--- src/rtl/decode_q_pkg.sv ---
// decode_q_pkg: shared types for the queued decode stage.
//   PipeControl  - stall/flush from the pipeline controller
//   PipeRequest  - stall/flush requests raised by decode
//   DecodeInfo   - decoded instruction, also the ID/EX register format
//   HazardSlot   - one entry of the load-use history
package decode_q_pkg;

  localparam logic [6:0] OP_LUI    = 7'b0110111;
  localparam logic [6:0] OP_AUIPC  = 7'b0010111;
  localparam logic [6:0] OP_JAL    = 7'b1101111;
  localparam logic [6:0] OP_JALR   = 7'b1100111;
  localparam logic [6:0] OP_BRANCH = 7'b1100011;
  localparam logic [6:0] OP_LOAD   = 7'b0000011;
  localparam logic [6:0] OP_STORE  = 7'b0100011;
  localparam logic [6:0] OP_IMM    = 7'b0010011;
  localparam logic [6:0] OP_REG    = 7'b0110011;

  localparam logic [6:0] F7_BASE   = 7'b0000000;
  localparam logic [6:0] F7_ALT    = 7'b0100000;
  localparam logic [6:0] F7_MULDIV = 7'b0000001;

  typedef struct packed {
    logic stall;
    logic flush;
  } PipeControl;

  typedef struct packed {
    logic       stall_req;
    logic [3:0] flush_req;
  } PipeRequest;

  typedef struct packed {
    logic        enable;
    logic [31:0] pc;
    logic [4:0]  rd;
    logic [4:0]  rs1;
    logic [4:0]  rs2;
    logic        rs1_en;
    logic        rs2_en;
    logic        reg_write;
    logic [31:0] imm;
    logic [2:0]  funct3;
    logic        alt;        // sub / sra / srai selector
    logic        alu_imm;    // second ALU operand is imm
    logic        mem_to_reg;
    logic        mem_write;
    logic        branch;
    logic        jal;
    logic        jalr;
    logic        lui;
    logic        auipc;
    logic        is_muldiv;
  } DecodeInfo;

  typedef struct packed {
    logic       enable;
    logic       mem_to_reg;
    logic [4:0] rd;
  } HazardSlot;

  // A history slot blocks the head when it is an in-flight load whose
  // non-zero destination is a source the head actually reads.
  function automatic logic slot_hit(input HazardSlot s,
                                    input logic [4:0] rs1, input logic rs1_en,
                                    input logic [4:0] rs2, input logic rs2_en);
    return s.enable && s.mem_to_reg && (s.rd != 5'd0) &&
           ((rs1_en && (rs1 == s.rd)) || (rs2_en && (rs2 == s.rd)));
  endfunction

endpackage

--- src/rtl/decode_q_inst_decoder.sv ---
// inst_decoder: pure combinational RV32I (+ optional RV32M) decoder.
//   pc_i, inst_i  - instruction to decode
//   info_o        - decoded fields; enable set when the encoding is legal
//   illegal_o     - encoding not supported
// Source-enable bits stay low for illegal encodings so they never raise
// a load-use hazard.
module inst_decoder
  import decode_q_pkg::*;
#(
  parameter int ENABLE_M = 1
) (
  input  logic [31:0] pc_i,
  input  logic [31:0] inst_i,
  output DecodeInfo   info_o,
  output logic        illegal_o
);

  logic [6:0]  opcode, f7;
  logic [2:0]  f3;
  logic [31:0] imm_i, imm_s, imm_b, imm_u, imm_j;

  assign opcode = inst_i[6:0];
  assign f3     = inst_i[14:12];
  assign f7     = inst_i[31:25];
  assign imm_i  = {{20{inst_i[31]}}, inst_i[31:20]};
  assign imm_s  = {{20{inst_i[31]}}, inst_i[31:25], inst_i[11:7]};
  assign imm_b  = {{19{inst_i[31]}}, inst_i[31], inst_i[7], inst_i[30:25],
                   inst_i[11:8], 1'b0};
  assign imm_u  = {inst_i[31:12], 12'b0};
  assign imm_j  = {{11{inst_i[31]}}, inst_i[31], inst_i[19:12], inst_i[20],
                   inst_i[30:21], 1'b0};

  always_comb begin
    info_o        = '0;
    illegal_o     = 1'b1;
    info_o.pc     = pc_i;
    info_o.rs1    = inst_i[19:15];
    info_o.rs2    = inst_i[24:20];
    info_o.funct3 = f3;
    unique case (opcode)
      OP_LUI: begin
        illegal_o = 1'b0; info_o.lui = 1'b1; info_o.reg_write = 1'b1;
        info_o.imm = imm_u;
      end
      OP_AUIPC: begin
        illegal_o = 1'b0; info_o.auipc = 1'b1; info_o.reg_write = 1'b1;
        info_o.imm = imm_u;
      end
      OP_JAL: begin
        illegal_o = 1'b0; info_o.jal = 1'b1; info_o.reg_write = 1'b1;
        info_o.imm = imm_j;
      end
      OP_JALR: if (f3 == 3'd0) begin
        illegal_o = 1'b0; info_o.jalr = 1'b1; info_o.reg_write = 1'b1;
        info_o.rs1_en = 1'b1; info_o.imm = imm_i;
      end
      OP_BRANCH: if (f3 != 3'd2 && f3 != 3'd3) begin
        illegal_o = 1'b0; info_o.branch = 1'b1;
        info_o.rs1_en = 1'b1; info_o.rs2_en = 1'b1; info_o.imm = imm_b;
      end
      OP_LOAD: if (f3 inside {3'd0, 3'd1, 3'd2, 3'd4, 3'd5}) begin
        illegal_o = 1'b0; info_o.mem_to_reg = 1'b1; info_o.reg_write = 1'b1;
        info_o.rs1_en = 1'b1; info_o.alu_imm = 1'b1; info_o.imm = imm_i;
      end
      OP_STORE: if (f3 inside {3'd0, 3'd1, 3'd2}) begin
        illegal_o = 1'b0; info_o.mem_write = 1'b1;
        info_o.rs1_en = 1'b1; info_o.rs2_en = 1'b1; info_o.alu_imm = 1'b1;
        info_o.imm = imm_s;
      end
      OP_IMM: if ((f3 == 3'd1) ? (f7 == F7_BASE) :
                  (f3 == 3'd5) ? (f7 == F7_BASE || f7 == F7_ALT) : 1'b1) begin
        illegal_o = 1'b0; info_o.reg_write = 1'b1; info_o.rs1_en = 1'b1;
        info_o.alu_imm = 1'b1; info_o.imm = imm_i;
        info_o.alt = (f3 == 3'd5) && inst_i[30];
      end
      OP_REG: if ((f7 == F7_BASE) ||
                  (f7 == F7_ALT && (f3 == 3'd0 || f3 == 3'd5)) ||
                  ((ENABLE_M != 0) && f7 == F7_MULDIV)) begin
        illegal_o = 1'b0; info_o.reg_write = 1'b1;
        info_o.rs1_en = 1'b1; info_o.rs2_en = 1'b1;
        info_o.alt = inst_i[30];
        info_o.is_muldiv = (f7 == F7_MULDIV);
      end
      default: ;
    endcase
    info_o.rd     = info_o.reg_write ? inst_i[11:7] : 5'd0;
    info_o.enable = !illegal_o;
  end

endmodule

--- src/rtl/decode_q.sv ---
// decode_q: DEPTH-entry instruction queue between fetch and decode, with
// head decode, multi-cycle load-use detection and a registered ID/EX slot.
//   clk, rst            - clock, synchronous active-high reset
//   in_valid/in_ready   - fetch handshake for {in_pc, in_inst}
//   pipe                - stall holds the read side, flush kills everything
//   req                 - stall_req on load-use hazard; flush_req unused (0)
//   info_ff             - ID/EX register
//   error, err_pc       - one-cycle pulse / PC of a dropped illegal head
//   count               - queue occupancy
module decode_q
  import decode_q_pkg::*;
#(
  parameter int DEPTH    = 4,
  parameter int ENABLE_M = 1,
  parameter int LOAD_LAT = 1
) (
  input  logic                    clk,
  input  logic                    rst,
  input  logic                    in_valid,
  output logic                    in_ready,
  input  logic [31:0]             in_pc,
  input  logic [31:0]             in_inst,
  input  PipeControl              pipe,
  output PipeRequest              req,
  output DecodeInfo               info_ff,
  output logic                    error,
  output logic [31:0]             err_pc,
  output logic [$clog2(DEPTH):0]  count
);

  localparam int AW = $clog2(DEPTH);
  localparam int CW = AW + 1;

  logic [31:0]   pc_mem   [DEPTH];
  logic [31:0]   inst_mem [DEPTH];
  logic [AW-1:0] wr_ptr_q, rd_ptr_q;
  logic [CW-1:0] count_q, count_d;
  DecodeInfo     info_q, info_d;
  logic          error_q;
  logic [31:0]   err_pc_q;

  DecodeInfo     dec;
  logic          illegal, head_valid, hazard, hist_hit;
  logic          push, pop, drop, issue, advance;
  HazardSlot     slot0;

  // in_ready is purely occupancy based: a full queue refuses even on a
  // cycle that also dequeues.
  assign in_ready   = count_q < CW'(DEPTH);
  assign head_valid = count_q != '0;
  assign push       = in_valid && in_ready && !pipe.flush;
  assign advance    = !pipe.flush && !pipe.stall;

  inst_decoder #(.ENABLE_M(ENABLE_M)) u_dec (
    .pc_i      (pc_mem[rd_ptr_q]),
    .inst_i    (inst_mem[rd_ptr_q]),
    .info_o    (dec),
    .illegal_o (illegal)
  );

  // Slot 0 of the history is the ID/EX register itself; older occupants
  // live in hist_q only when the load latency reaches past ID/EX.
  assign slot0 = '{enable: info_q.enable, mem_to_reg: info_q.mem_to_reg,
                   rd: info_q.rd};

  if (LOAD_LAT > 1) begin : g_hist
    HazardSlot [LOAD_LAT-2:0] hist_q;

    always_ff @(posedge clk) begin
      if (rst || pipe.flush) begin
        hist_q <= '0;
      end else if (!pipe.stall) begin
        hist_q[0] <= slot0;
        for (int j = 1; j < LOAD_LAT - 1; j++) hist_q[j] <= hist_q[j-1];
      end
    end

    always_comb begin
      hist_hit = 1'b0;
      for (int j = 0; j < LOAD_LAT - 1; j++)
        if (slot_hit(hist_q[j], dec.rs1, dec.rs1_en, dec.rs2, dec.rs2_en))
          hist_hit = 1'b1;
    end
  end else begin : g_nohist
    assign hist_hit = 1'b0;
  end

  assign hazard = head_valid &&
                  (slot_hit(slot0, dec.rs1, dec.rs1_en, dec.rs2, dec.rs2_en) ||
                   hist_hit);

  // Illegal outranks hazard: a bad head is dropped even if it would stall.
  assign drop  = advance && head_valid && illegal;
  assign issue = advance && head_valid && !illegal && !hazard;
  assign pop   = drop || issue;

  assign count_d = count_q + CW'(push) - CW'(pop);
  assign info_d  = issue ? dec : '0;

  always_ff @(posedge clk) begin
    if (push) begin
      pc_mem[wr_ptr_q]   <= in_pc;
      inst_mem[wr_ptr_q] <= in_inst;
    end
  end

  always_ff @(posedge clk) begin
    if (rst) begin
      wr_ptr_q <= '0;
      rd_ptr_q <= '0;
      count_q  <= '0;
      info_q   <= '0;
      error_q  <= 1'b0;
      err_pc_q <= '0;
    end else begin
      error_q <= drop;
      if (drop) err_pc_q <= pc_mem[rd_ptr_q];
      if (pipe.flush) begin
        wr_ptr_q <= '0;
        rd_ptr_q <= '0;
        count_q  <= '0;
        info_q   <= '0;
      end else begin
        if (push) wr_ptr_q <= wr_ptr_q + AW'(1);
        if (pop)  rd_ptr_q <= rd_ptr_q + AW'(1);
        count_q <= count_d;
        if (!pipe.stall) info_q <= info_d;
      end
    end
  end

  assign req.stall_req = hazard;
  assign req.flush_req = 4'b0000;
  assign info_ff       = info_q;
  assign error         = error_q;
  assign err_pc        = err_pc_q;
  assign count         = count_q;

endmodule

--- config.mk ---
export PLATFORM = sky130hd
export DESIGN_NAME = decode_q
export DESIGN_NICKNAME = d
export VERILOG_FILES = /design/src/rtl/decode_q_pkg.sv /design/src/rtl/decode_q_inst_decoder.sv /design/src/rtl/decode_q.sv
export SDC_FILE = /design/constraint.sdc
export NUM_CORES = 1
export LEC_CHECK = 0
export CAP_MARGIN = 20
export CORE_MARGIN = 4
export CORE_UTILIZATION = 40
export DETAILED_ROUTE_END_ITERATION = 8
export HOLD_SLACK_MARGIN = 0.1
export SETUP_SLACK_MARGIN = 0.3
export SLEW_MARGIN = 20
export SYNTH_ARGS = -nofsm -noshare
export SYNTH_HDL_FRONTEND = slang
export SYNTH_SLANG_ARGS = --single-unit
--- constraint.sdc ---
create_clock -name clk -period 5 [get_ports clk]
set_input_delay 1 -clock clk [delete_from_list [all_inputs] [get_ports clk]]
set_output_delay 1 -clock clk [all_outputs]
set_load 0.01 [all_outputs]
# Yosys cells after proc, flatten, opt, wreduce, memory -nomap -nowiden
# Memory sizes are Yosys's and may differ from the RTL's. A register that Yosys moved wholly into a read port is not among the register bits.
# Cells that the tools add are included.
op_classes:
  magnitude_cmp: 1
  n_reduce_logical: 35
  add_sub_neg: 4
  n_mux: 48
  n_eq_ne: 19
ops:
  columns: ["op", "count"]
  rows:
  - ["$pmux W32 S7", 1]
  - ["$mux W33", 3]
  - ["$mux W96", 1]
  - ["$mux W32", 2]
  - ["$eq A7 B6 Y1 const B", 4]
  - ["$mux W1", 25]
  - ["$eq A7 B7 Y1 const B", 3]
  - ["$logic_and A1 B1 Y1", 16]
  - ["$mux W2", 8]
  - ["$eq A7 B5 Y1 const B", 2]
  - ["$eq A5 B5 Y1", 2]
  - ["$reduce_bool A5 Y1", 2]
  - ["$eq A7 B1 Y1 const B", 1]
  - ["$eq A7 B2 Y1 const B", 1]
  - ["$logic_not A7 Y1", 1]
  - ["$pmux W1 S7", 1]
  - ["$eq A3 B3 Y1 const B", 2]
  - ["$logic_or A1 B1 Y1", 6]
  - ["$ne A3 B2 Y1 const B", 2]
  - ["$pmux W1 S3", 2]
  - ["$pmux W1 S6", 1]
  - ["$reduce_bool A3 Y1", 2]
  - ["$mux W5", 1]
  - ["$pmux W1 S5", 1]
  - ["12 further kinds", 17]
word_totals:
  elab_cells: 134
  input_bits: 69
  mem_bits_rw: 256
  mem_count: 2
  ff_bits: 136
  out_inout_bits: 138
memory_table:
  columns: ["name", "words", "word_bits", "read_ports", "rd_ports_with_merged_regs", "write_ports", "line", "source"]
  rows:
  - ["inst_mem", 4, 32, 1, 1, 1, "decode_q.sv:35", "logic [31:0] inst_mem [DEPTH];"]
  - ["pc_mem", 4, 32, 1, 1, 1, "decode_q.sv:34", "logic [31:0] pc_mem [DEPTH];"]

# Logic depth before layout (Yosys ltp)
# Gate-level depths: netlist of run 1.
depth:
  word_depth: 16
  depth_mapped: 17
  mapped_depth_nobuf: 14

# By module
# Synthesis of run 1 repeated with hierarchy kept, for this count alone.
unflattened:
  cells_unflattened: 1219
  area_unflattened_um2: 16388.2
by_module_without_submodules:
  columns: ["module", "area_per_inst_um2", "n_inst", "cells_each"]
  rows:
  - ["decode_q", 14856.7, 1, 1001]
  - ["inst_decoder", 1531.5, 1, 218]

# Worst setup path before layout of run 1
# Ideal clock, no wire load.
synth_path:
  path_kind: "flip-flop to flip-flop"
  from: "register (tool-made name)"
  to: "register count_q[2] (netlist: count[2])"
  setup_ps: 132
  path_slack_ps: 1278
  arrival_time_ps: 3590
  required_ps: 4868
  stages_incl_launch_ff: 16
  path_cell_list: "dfxtp_1 > buf_6 > buf_6 > mux4_2 > or4b_1 > nor3b_2 > o32a_1 > nor2_1 > ha_1 > inv_1 > ha_1 > inv_1 > fa_1 > xor2_1 > xnor2_1 > nor2_1"
synth_rtl:
  columns: ["element", "line", "source"]
  rows:
  - ["end signal: assignment", "decode_q.sv:126", "count_q <= count_d;"]
  - ["end: declaration", "decode_q.sv:37", "logic [CW-1:0] count_q, count_d;"]

==> metrics.txt, run 1 <==
Post-synth EDFFs=256; Clk Latency, worst-skew pair=0.52 ns; DRC=0; max layer used=met5; synth cell count leaders=edfxtp_1, dfxtp_1, mux4_2; sequential area share after synthesis=0.7043; Tcrit/Tclk final=0.8421; Layout Area Growth over Synthesis=26.99%; Synth cell types=59; largest family of logic cells by synthesized area=compound AO/OA/AOI/OAI gates; Compound-Gate Fraction of Synth Area=0.1041; post-route setup slack=0.7893 ns; pre-CTS setup slack=0.4586 ns; via count=9062; Max Cap Viol=0; initial antenna violation count=2; CORE AREA=36610 um^2; Post-Synth XOR/XNOR Area=0.008264; Pleak=6.026 nW; CP Max Fanout=10; critical path type=flip-flop to output port; Synth Instances=932; crit path DAT=3.21 ns; Starting Density=0.4053; worst min-delay path category=flip-flop to flip-flop; Metal-1 WL=16980 um; Simple-Gate Fraction of Synth Area=0.05742; largest area contributor in the netlist=edfxtp_1; FF+latch count, synth=394; nets=1220; Final Skew=0.01381 ns; IO Count=207; total gr overflow=0; Mean Syn Cell Area=15.92 um^2; worst slew pin tran=1.117 ns; Synth Flop Type=edfxtp_1; f_max=237.5 MHz; status=finished, final reports clean; width of the die=200.6 um; met3 WL=2046 um; Slew Limit Fails=0; clk sink count=394; Die H=200.6 um; endpoints failing hold=0; First-pass DRT Iterations=6; CTS Buf Count=42; clk root buf=clkbuf_16; Placement Rows=70; GPL Wtd Cong=0.8084; Peak VDD IR=0.1883 mV; Area contributors post-synth=edfxtp_1, dfxtp_1, mux4_2, a22o_1, a21oi_1; first-pass GRT wire length=57740 um; pin count of the biggest net entering global routing=86; port bufs=202; P per Cell Area=360.0 nW/um^2; clk buf depth=3; H-tree levels=2; die area=40240 um^2; Final Critical Period=4.211 ns; CTS tree=done; met2 wire length=18290 um; Final setup viols=0; CP Capture Type=output port; final setup TNS=0 ns; adder-cell share of the synthesized area=0.006409; top-area cell type share of the netlist area=0.5181; routed wire length=38370 um; clk slew on worst S/H paths=0.06 ns; FFs w/ async S/R, synth=0; routed vias/inst=5.505; RSZ-0062 raised after global routing=false; ANT nets after route=0; Synth Cell Area=14840 um^2; share of synthesized area spent on multiplexers=0.09630; Final HPWL DP=25020 um; initial drt markers=590; CP required=4.00 ns; wire per inst=23.31 um; total power=6.784 mW; Critical Path Source Type=flip-flop; vias in the first global route=9166; Slew headroom=0.2555; FF-to-FF setup slack=0.86 ns; GRT Util Overall=0.1847; share of layout cells above drive strength 1=0.1572; Synth Warn #=0; top-count cell post-synth=edfxtp_1
==> sequential cells by signal, indices dropped and copies added, names as in the netlist, named ones only <==
signal / flops
count: 3
err_pc: 32
error: 1
info_ff: 96
inst_mem: 128
pc_mem: 128
rd_ptr_q: 2
wr_ptr_q: 2
==> critical path, cell delays in order (launching register included) <==
cell and delay [ns]:
dfxtp_4 0.39, buf_12 0.16, buf_12 0.12, mux4_2 0.60
or4_4 0.59, o32ai_4 0.32, nand2_1 0.11, a21oi_2 0.21
dlymetal6s2s_1 0.19
==> kinds of logic after synthesis <==
family	after synthesis
AO/OA/AOI/OAI	214
XOR/XNOR	14
adder cells (fa/ha/maj)	7
buffers and inverters	74
flip-flops	394
multiplexers	64
other	1
AND/OR/NAND/NOR	164
==> metal layers <==
layer / track usage / up-vias
li1: - / 4102
met1: 0.2563 / 4629
met2: 0.2973 / 272
met3: 0.03619 / 57
met4: 0.05703 / 2
met5: 0 / -
==> per-stage QoR <==
step,std cells,hold slack [ns],util,area (um^2)
2_1_floorplan,935,0.4696,-,14850
3_3_place_gp,1559,0.4381,0.4740,17350
3_5_place_dp,1559,0.4443,0.4740,17350
4_1_cts,1639,0.4521,0.5125,18760
5_1_grt,1646,0.4692,0.5147,18840
6_report,1646,0.4474,0.5147,18840
==> power breakdown <==
| part | switching [mW] | internal [mW] | leakage [nW] |
|---|---|---|---|
| clock network | 1.21 | 1.79 | 0.655 |
| logic | 0.156 | 0.115 | 1.93 |
| registers | 0.0116 | 3.51 | 3.44 |
==> area by class of cell <==
cell class	instances	area (um^2)
antenna	1	2.502
clock buffer	60	1170
clock inverter	17	166.4
fill	3084	17770
inverter	10	37.54
multi-input combinational	467	4105
sequential	394	10460
tap	468	585.6
timing repair buffer	229	2318
==> worst paths after layout <==
kind / startpoint / endpoint / cells after the start
worst max register to register: flip-flop / count[2] / 15
worst min register to register: info_ff[9] / info_ff[9] / 2
worst min-delay path: info_ff[9] / info_ff[9] / 2
worst max-delay path: flip-flop / req[4] / 8
==> timing repair <==
action,in CTS,in global routing
resized for setup,3,10
endpoints found under the setup margin,1,1
hold buffers,0,0
pin swaps,1,2
endpoints found under the hold margin,0,0
buffers inserted,3,6
==> layout by cell type, fill, tap and decap left out, drive strengths merged, types with 27 or more instances in the layout <==
cell | synthesis | final
a21oi | 48 | 48
a22o | 48 | 48
buf | 25 | 27
clkbuf | 39 | 60
clkdlybuf4s50 | 0 | 201
dfxtp | 138 | 138
edfxtp | 256 | 256
mux4 | 63 | 63
nand2 | 51 | 51
nand3 | 40 | 40
o21ai | 60 | 60
(Power assumes the default switching activity.)
==> run 2: changes to the inputs <==
Clock period 5 ns to 3.8 ns, I/O delays scaled along.
==> run 2 against run 1 <==
  * Combinational power is 51% higher
  * Sequential share of layout area down 1.5 points
  * Design area is 2.8% higher
  * Sequential power up 32%
  * Routed wire length up 3.1%
  * Final cell count increased by 4.0%
  * Core utilization is 1.4 points higher
  * Critical endpoint unchanged
  * Clock power increased by 27%
  * Critical path type unchanged
  * Global-route usage is 0.83 points higher
  * Worst hold slack improved by 0.0067 ns
  * Count of clock-buffer cells in the layout fell by 1
==> metrics.txt, run 2 (synthesis results as in run 1) <==
CP required=3.04 ns; Slew Limit Fails=0; IO Count=207; nets=1285; RSZ-0062 raised after global routing=true; H-tree levels=2; clk root buf=clkbuf_16; Die H=200.6 um; Peak VDD IR=0.2714 mV; worst r2r dst=count[2]; crit path capture=req[4]; share of layout cells above drive strength 1=0.2069; vias in the first global route=9547; Placement Rows=70; DRC=0; CP Max Fanout=8; first-pass GRT wire length=60060 um; width of the die=200.6 um; hold-fix buffer count after cts=0; pin count of the biggest net entering global routing=41; pre-CTS setup slack=0.08092 ns; Pleak=6.330 nW; Slew headroom=0.6017; Tcrit/Tclk final=0.9950; Final Critical Period=3.781 ns; worst min-delay path category=flip-flop to flip-flop; initial antenna violation count=2; die area=40240 um^2; Clk Latency, worst-skew pair=0.54 ns; f_max=264.5 MHz; total power=8.832 mW; Final HPWL DP=26500 um; CORE AREA=36610 um^2; Final Skew=0.01372 ns; via count=9264; clk sink count=394; worst slew pin tran=0.5974 ns; CP Cell Sequence=buf_12 > mux4_2 > nor2_4 > or4b_4 > nor3b_4 > buf_6 > nor2_4 > a21oi_2 > buf_4 > buf_6; P per Cell Area=456.1 nW/um^2; routed vias/inst=5.411; wire per inst=23.11 um; Max Cap Viol=0; ANT nets after route=0; Layout Area Growth over Synthesis=30.52%; commonest non-fill, non-tap cell in the layout=edfxtp_1; initial drt markers=529; First-pass DRT Iterations=5; Reg2Reg Depth=16; CTS Buf Count=42; CP Capture Type=output port; critical path type=flip-flop to output port; endpoints failing hold=0; CP peak stage delay=0.54 ns; total gr overflow=0; clk buf depth=3; Starting Density=0.4053; CTS tree=done; routed wire length=39560 um; port bufs=202; status=finished, final reports clean; Critical Path Source Type=flip-flop; GRT Util Overall=0.1929; post-route setup slack=0.01906 ns; final setup TNS=0 ns; commonest non-fill, non-tap cells in the layout=edfxtp_1, clkdlybuf4s50_1, dfxtp_1; FF-to-FF setup slack=0.05 ns; slowest stage cell, crit path=mux4_2; placed instance area=17940 um^2; Final setup viols=0; Design Area, Final=19370 um^2; crit path DAT=3.02 ns; GPL Wtd Cong=0.8716; clk slew on worst S/H paths=0.06 ns; fill count=3060
run 2: critical path: cells and delay by family (launching register included):
family | cells | cell delay [ns]
AOI/OAI and AO/OA | 1 | 0.14
buffers and inverters | 4 | 0.52
DFF | 1 | 0.37
muxes | 1 | 0.54
and+or+nand+nor | 4 | 0.92
run 2: area by class of cell:
cell class              count  area (um^2)  area share
clock inverters            18        117.6    0.006073
multi-input cells         467         4192      0.2164
inverters                  10        37.54    0.001938
well taps                 468        585.6     0.03024
diodes                      2        5.005   0.0002584
repair buffers            294         2815      0.1454
flip-flops and latches    394        10460      0.5400
clock buffers              59         1156     0.05970
run 2: metrics by stage:
stage	hold slack, ns	util	std cells
floorplan	0.4696	-	935
global placement	0.4436	0.4902	1628
detailed placement	0.4492	0.4902	1628
CTS	0.4564	0.5271	1708
global route	0.4727	0.5290	1712
finish	0.4542	0.5290	1712
run 2: worst min-delay path by stage:
stage	startpoint	to	slack (ns)	cells past startpoint
floorplan	info_ff[44]	info_ff[44]	0.47	2
global placement	info_ff[9]	info_ff[9]	0.44	2
detailed placement	info_ff[95]	info_ff[95]	0.45	2
CTS	info_ff[5]	info_ff[5]	0.46	2
global route	info_ff[95]	info_ff[95]	0.47	2
finish	info_ff[32]	info_ff[32]	0.45	2
run 2: repair_timing:
item / CTS / global route
gates resized for setup: 17 / 10
setup buffers: 3 / 2
pin swaps: 5 / 3
setup endpoints to repair: 3 / 17
gates cloned: 0 / 0
run 2: layer usage:
layer | part of all wire | global-route usage
met1 | 0.44 | 0.2684
met2 | 0.48 | 0.3069
met3 | 0.062 | 0.04637
met4 | 0.025 | 0.05310
met5 | 0 | 0
run 2: power by group:
group	switching, mW	internal (mW)
Sequential	0.0154	4.62
Combinational	0.228	0.180
Clock	1.60	2.19
